## config.mk

```make
export PLATFORM = sky130hd
export DESIGN_NAME = sr_flop_bank
export DESIGN_NICKNAME = d
export VERILOG_FILES = /design/src/rtl/sr_flop_bank.sv
export SDC_FILE = /design/constraint.sdc
export NUM_CORES = 1
export LEC_CHECK = 0
export ABC_AREA = 1
export BUFFER_PORTS_ARGS = -buffer_cell sky130_fd_sc_hd__buf_4
export CORE_UTILIZATION = 48
export CTS_BUF_LIST = sky130_fd_sc_hd__clkbuf_2
export CTS_CLUSTER_SIZE = 10
export DETAILED_ROUTE_END_ITERATION = 7
export PLACE_DENSITY = 0.76
export SYNTH_ARGS = -nofsm -noshare
export SYNTH_HDL_FRONTEND = slang
export SYNTH_SLANG_ARGS = --single-unit
```

## constraint.sdc

```tcl
create_clock -name clk -period 1.2 [get_ports clk]
set_input_delay 0.3 -clock clk [delete_from_list [all_inputs] [get_ports clk]]
set_output_delay 0.3 -clock clk [all_outputs]
set_load 0.05 [all_outputs]
```

## src/rtl/sr_flop_bank.sv

```systemverilog
// sr_flop_bank: WIDTH independent edge-triggered storage bits with a runtime
// mode select (SR / JK / D / T), a deterministic S=R=1 policy for SR mode and
// forbidden-input status flags.
//
// Optional feature macro: SR_ILLEGAL_CNT_EN
//   defined   -> adds the illegal_cnt port, a saturating count of cycles in
//                which any bit saw S=R=1 in SR mode.
//   undefined -> no counter port or logic; everything else is identical.
//
// Reset is synchronous and active-low; it overrides en, mode and clr_sticky.
module sr_flop_bank #(
  parameter int unsigned       WIDTH     = 8,
  parameter logic [WIDTH-1:0]  RESET_VAL = {WIDTH{1'b0}},
  parameter int unsigned       SR_POLICY = 0,
  parameter int unsigned       CNT_W     = 8
) (
  input  logic             clk,
  input  logic             rst_n,
  input  logic             en,
  input  logic [1:0]       mode,
  input  logic [WIDTH-1:0] s,
  input  logic [WIDTH-1:0] r,
  output logic [WIDTH-1:0] q,
  output logic [WIDTH-1:0] qbar,
  output logic             illegal,
  output logic             illegal_sticky,
  input  logic             clr_sticky
`ifdef SR_ILLEGAL_CNT_EN
  ,
  output logic [CNT_W-1:0] illegal_cnt
`endif
);

  // Operating modes as encoded on the mode input.
  typedef enum logic [1:0] {
    MODE_SR = 2'b00,
    MODE_JK = 2'b01,
    MODE_D  = 2'b10,
    MODE_T  = 2'b11
  } mode_e;

  // S=R=1 resolution policies; anything outside 0..2 falls back to hold.
  localparam logic [1:0] POL_HOLD  = 2'd0;
  localparam logic [1:0] POL_SET   = 2'd1;
  localparam logic [1:0] POL_RESET = 2'd2;
  localparam logic [1:0] POLICY_EFF =
    (SR_POLICY == 32'd1) ? POL_SET :
    (SR_POLICY == 32'd2) ? POL_RESET : POL_HOLD;

  // Configuration range guard, evaluated at elaboration.
  if (WIDTH < 32'd1 || WIDTH > 32'd32 || CNT_W < 32'd1) begin : g_param_range_error
    $error("sr_flop_bank: WIDTH must be 1..32 and CNT_W at least 1");
  end

  // Next value of one SR bit; the S=R=1 case follows the fixed policy.
  function automatic logic sr_next_bit(input logic q_b, input logic s_b, input logic r_b);
    logic nxt;
    case ({s_b, r_b})
      2'b10:   nxt = 1'b1;
      2'b01:   nxt = 1'b0;
      2'b00:   nxt = q_b;
      2'b11: begin
        case (POLICY_EFF)
          POL_SET:   nxt = 1'b1;
          POL_RESET: nxt = 1'b0;
          POL_HOLD:  nxt = q_b;
          default:   nxt = q_b;
        endcase
      end
      default: nxt = q_b;
    endcase
    return nxt;
  endfunction

  // Next value of one JK bit: J=K=1 toggles.
  function automatic logic jk_next_bit(input logic q_b, input logic j_b, input logic k_b);
    logic nxt;
    case ({j_b, k_b})
      2'b10:   nxt = 1'b1;
      2'b01:   nxt = 1'b0;
      2'b00:   nxt = q_b;
      2'b11:   nxt = ~q_b;
      default: nxt = q_b;
    endcase
    return nxt;
  endfunction

  // Next value of one T bit: the r input is a synchronous clear that beats toggle.
  function automatic logic t_next_bit(input logic q_b, input logic t_b, input logic c_b);
    logic nxt;
    if (c_b) begin
      nxt = 1'b0;
    end else if (t_b) begin
      nxt = ~q_b;
    end else begin
      nxt = q_b;
    end
    return nxt;
  endfunction

  logic [WIDTH-1:0] q_r;
  logic [WIDTH-1:0] q_next_s;
  logic             illegal_r;
  logic             sticky_r;
  logic             event_s;
  mode_e            mode_s;

  assign mode_s = mode_e'(mode);

  // Per-bit next-state selection for the active mode; en=0 holds every bit.
  always_comb begin
    q_next_s = q_r;
    if (en) begin
      for (int i = 0; i < int'(WIDTH); i++) begin
        case (mode_s)
          MODE_SR: q_next_s[i] = sr_next_bit(q_r[i], s[i], r[i]);
          MODE_JK: q_next_s[i] = jk_next_bit(q_r[i], s[i], r[i]);
          MODE_D:  q_next_s[i] = s[i];
          MODE_T:  q_next_s[i] = t_next_bit(q_r[i], s[i], r[i]);
          default: q_next_s[i] = q_r[i];
        endcase
      end
    end else begin
      q_next_s = q_r;
    end
  end

  // Forbidden-input detection: any bit with S=R=1 while updating in SR mode.
  always_comb begin
    event_s = 1'b0;
    if (en && (mode_s == MODE_SR)) begin
      event_s = |(s & r);
    end else begin
      event_s = 1'b0;
    end
  end

  // Storage bits and status flags; a set event beats a simultaneous clear.
  always_ff @(posedge clk) begin
    if (!rst_n) begin
      q_r       <= RESET_VAL;
      illegal_r <= 1'b0;
      sticky_r  <= 1'b0;
    end else begin
      q_r       <= q_next_s;
      illegal_r <= event_s;
      if (event_s) begin
        sticky_r <= 1'b1;
      end else if (clr_sticky) begin
        sticky_r <= 1'b0;
      end else begin
        sticky_r <= sticky_r;
      end
    end
  end

`ifdef SR_ILLEGAL_CNT_EN
  localparam logic [CNT_W-1:0] CNT_ZERO = {CNT_W{1'b0}};
  localparam logic [CNT_W-1:0] CNT_ONE  = CNT_W'(1'b1);
  localparam logic [CNT_W-1:0] CNT_MAX  = {CNT_W{1'b1}};

  logic [CNT_W-1:0] cnt_r;

  // Saturating count of illegal cycles; a clear coinciding with an event restarts at 1.
  always_ff @(posedge clk) begin
    if (!rst_n) begin
      cnt_r <= CNT_ZERO;
    end else if (clr_sticky) begin
      cnt_r <= event_s ? CNT_ONE : CNT_ZERO;
    end else if (event_s && (cnt_r != CNT_MAX)) begin
      cnt_r <= cnt_r + CNT_ONE;
    end else begin
      cnt_r <= cnt_r;
    end
  end

  assign illegal_cnt = cnt_r;
`endif

  assign q              = q_r;
  assign qbar           = ~q_r;
  assign illegal        = illegal_r;
  assign illegal_sticky = sticky_r;

endmodule
```

==> results.txt <==
status -> finished clean
Avg Inst Size Synth -> 5.894 sq um
final wirelength -> 3304 microns
num ports -> 40
CTS tree -> done
Startpoint Class -> flip-flop
RSZ-0062 raised after global routing -> yes
n_diodes -> 0
crit path capture type -> output pin
vias per cell -> 4.922
DRC viols -> 0
Leak -> 0.0009762 uW
Synth Cell Area -> 1261 sq um
post-route setup slack -> 0.04185 ns
R2R depth -> 6
Worst Path Max Fanout -> 5
total grt overflow -> 0
Slew Limit Fails -> 0
Max Root-Sink Buffers -> 2
Syn Inst Count -> 214
most frequent cells after synthesis -> nand2_1, inv_1, nor2_1, ha_1, nand3_1
reg2reg start -> q[0]$_SDFFE_PN0P_
worst skew pair latency -> 0.27 ns
post-route cell area -> 1753 sq um
maximum vdd drop -> 0.4956 mV
TritonCTS Buffers -> 3
Die ar. -> 2837 sq um
Final GP Congestion -> 0.8101
Slowest cell on crit path -> dfxtp_4
nets -> 313
first-pass GRT wire length -> 5299 microns
CP arrival -> 0.86 ns
area post-placement -> 1634 sq um
TritonRoute pass-1 iters -> 4
combinational share of power -> 53.2%
Yosys cell types -> 15
Crit Path Class -> reg2out
count leader, synth -> nand2_1
# rows -> 18
chip width -> 53.26 microns
Root Buffer -> clkbuf_2
post-route antenna net violation count -> 0
WHS Path Cells -> 3
Worst Max-Slew Pin Slew -> 0.3086 ns
asr flop ratio synth -> 0%
WHS Endpoint -> q[3]$_SDFFE_PN0P_
Seq pwr share -> 30.6%
synth warn -> 0
H-tree Lvls -> 1
CTS sink cnt -> 10
Clk pwr share -> 16.2%
CP Cell Sequence -> inv_2 > buf_8
P_int -> 689.1 uW
Place WS -> -0.003341 ns
final period utilization -> 96.51%
Clock Skews -> 0 ns
number of synthesized flops with an enable pin -> 0
HPWL Detailed -> 2477 microns
Synth Net Count -> 260
number of global-route vias before repair -> 1184
Setup-failing EPs final -> 0
Final Util -> 70.76%
Hold Startpoint -> rst_n
Area Growth Syn to Fin -> 38.99%
Max stage delay on crit path -> 0.40 ns
Synth top area share -> 23.81%
endpoints failing hold -> 0
Min-Delay Path Class -> in2reg
# fillers -> 247
starting density of the core -> 50.91%
max_slew headroom -> 79.41%
Synth Flop Type -> dfxtp_1
synth top area cells -> ha_1, nand2_1, dfxtp_1
Max Cap Viol -> 0
Fmax achieved -> 863.4 MHz
WP data required -> 0.90 ns
Yosys reg bits -> 10
total number of vias -> 1452
Core ar. -> 2477 sq um
area leader, netlist -> ha_1
minimum clock period -> 1.158 ns
largest net degree at the start of global routing -> 9
reg-to-reg endpoint -> q[0]$_SDFFE_PN0P_
Tot Pwr -> 1262 uW
Power Dens Cells -> 720.1 nW/um^2
switching share of power -> 45.41%
1st-iter DRT viols -> 43
initial antenna violation count -> 0
Worst-path clk slew -> 0.12 ns
global-route usage over all layers -> 26.28%
NetSw -> 573.3 uW
fraction of layout cells with a size suffix above 1 -> 27.55%
Wirelength per Cell -> 11.20 microns
register area share after synthesis -> 15.87%
R2R Setup Slk -> 0.21 ns
Die Ht -> 53.26 microns
Port Buf Inserts -> 39
## worst max-delay path, delay by kind of cell (launching register included)
kind	cells	cell delay (ns)
flops	1	0.40
buf+inv	2	0.18
## power by group through the flow
stage               clock [uW]  sequential, uW  combinational [uW]
finish                     205             387                 671
detailed placement           0             396                 611
global placement             0             396                 602
CTS                        214             386                 622
global route               242             390                 738
floorplan                    0             476                 311
## layout make-up
type                       count  area (sq um)  share of cell area (%)
timing repair buffer          50         431.7                   24.63
inverter                      51         191.4                   10.92
multi-input combinational    151         857.1                   48.89
sequential                    10         220.2                   12.56
clock buffer                   3         15.01                  0.8565
tap                           30         37.54                   2.141
## through the flow
| step | instances | TNS, ns | hold slack, ns |
|---|---|---|---|
| final | 295 | 0 | 0.2766 |
| after global routing | 295 | -0.04329 | 0.2452 |
| after CTS | 291 | 0 | 0.2683 |
| after detailed placement | 287 | -0.007671 | 0.4784 |
| after global placement | 287 | 0 | 0.4729 |
| after floorplan | 214 | 0 | 0.4186 |
## placed cells by master, fill, tap and decap left out
cell / instances
nand4_1: 5
o21ai_0: 6
o21ai_1: 3
buf_6: 9
nor2_4: 2
buf_4: 38
dfxtp_2: 4
buf_8: 3
dfxtp_1: 2
nand3b_1: 1
inv_2: 10
nand2_1: 54
ha_1: 24
dfxtp_4: 4
nand3_1: 17
nor2_1: 26
inv_1: 41
a21oi_1: 13
clkbuf_2: 3
## how the worst max path moves through the flow
stage                                   end  cells past startpoint  slack, ns               from
final                               qbar[6]                      2       0.04  q[6]$_SDFFE_PN0P_
after global routing                qbar[6]                      2      -0.02  q[6]$_SDFFE_PN0P_
after CTS                           qbar[7]                      2      0.005  q[7]$_SDFFE_PN0P_
after detailed placement  q[4]$_SDFFE_PN0P_                      7     -0.003               s[4]
after global placement    q[4]$_SDFFE_PN0P_                      7      0.006               s[4]
after floorplan           q[3]$_SDFFE_PN0P_                      7       0.04            mode[1]
## per-layer routing
layer | vias to the layer above | wire, microns | track usage, % | part of all wire (%)
met5 | - | 0 | 0 | 0
met4 | 0 | 38 | 9.211 | 1.2
met3 | 5 | 194 | 3.448 | 5.9
met2 | 43 | 1586 | 42.29 | 48
met1 | 648 | 1484 | 35.20 | 45
li1 | 756 | - | - | -
## repair_timing
item / CTS / global route
hold buffers: 0 / 0
gates cloned: 0 / 0
hold endpoints to repair: 0 / 0
setup endpoints to repair: 3 / 13
resized for setup: 3 / 23
setup buffers: 1 / 4
## flip-flops by register name, summed over array words and instances, names as in the netlist
register / count
q: 8
illegal: 1
illegal_sticky: 1
## cells by family (layout without fill, tap and decap cells)
| logic type | Yosys count | count (layout) | synth area share, % |
|---|---|---|---|
| adder cells (fa/ha/maj) | 24 | 24 | 23.81 |
| AND/OR/NAND/NOR | 105 | 105 | 35.42 |
| AO/OA/AOI/OAI | 22 | 22 | 8.730 |
| flip-flops | 10 | 10 | 15.87 |
| buffers and inverters | 53 | 104 | 16.17 |
Note: power is estimated with default switching activity, not from simulation.
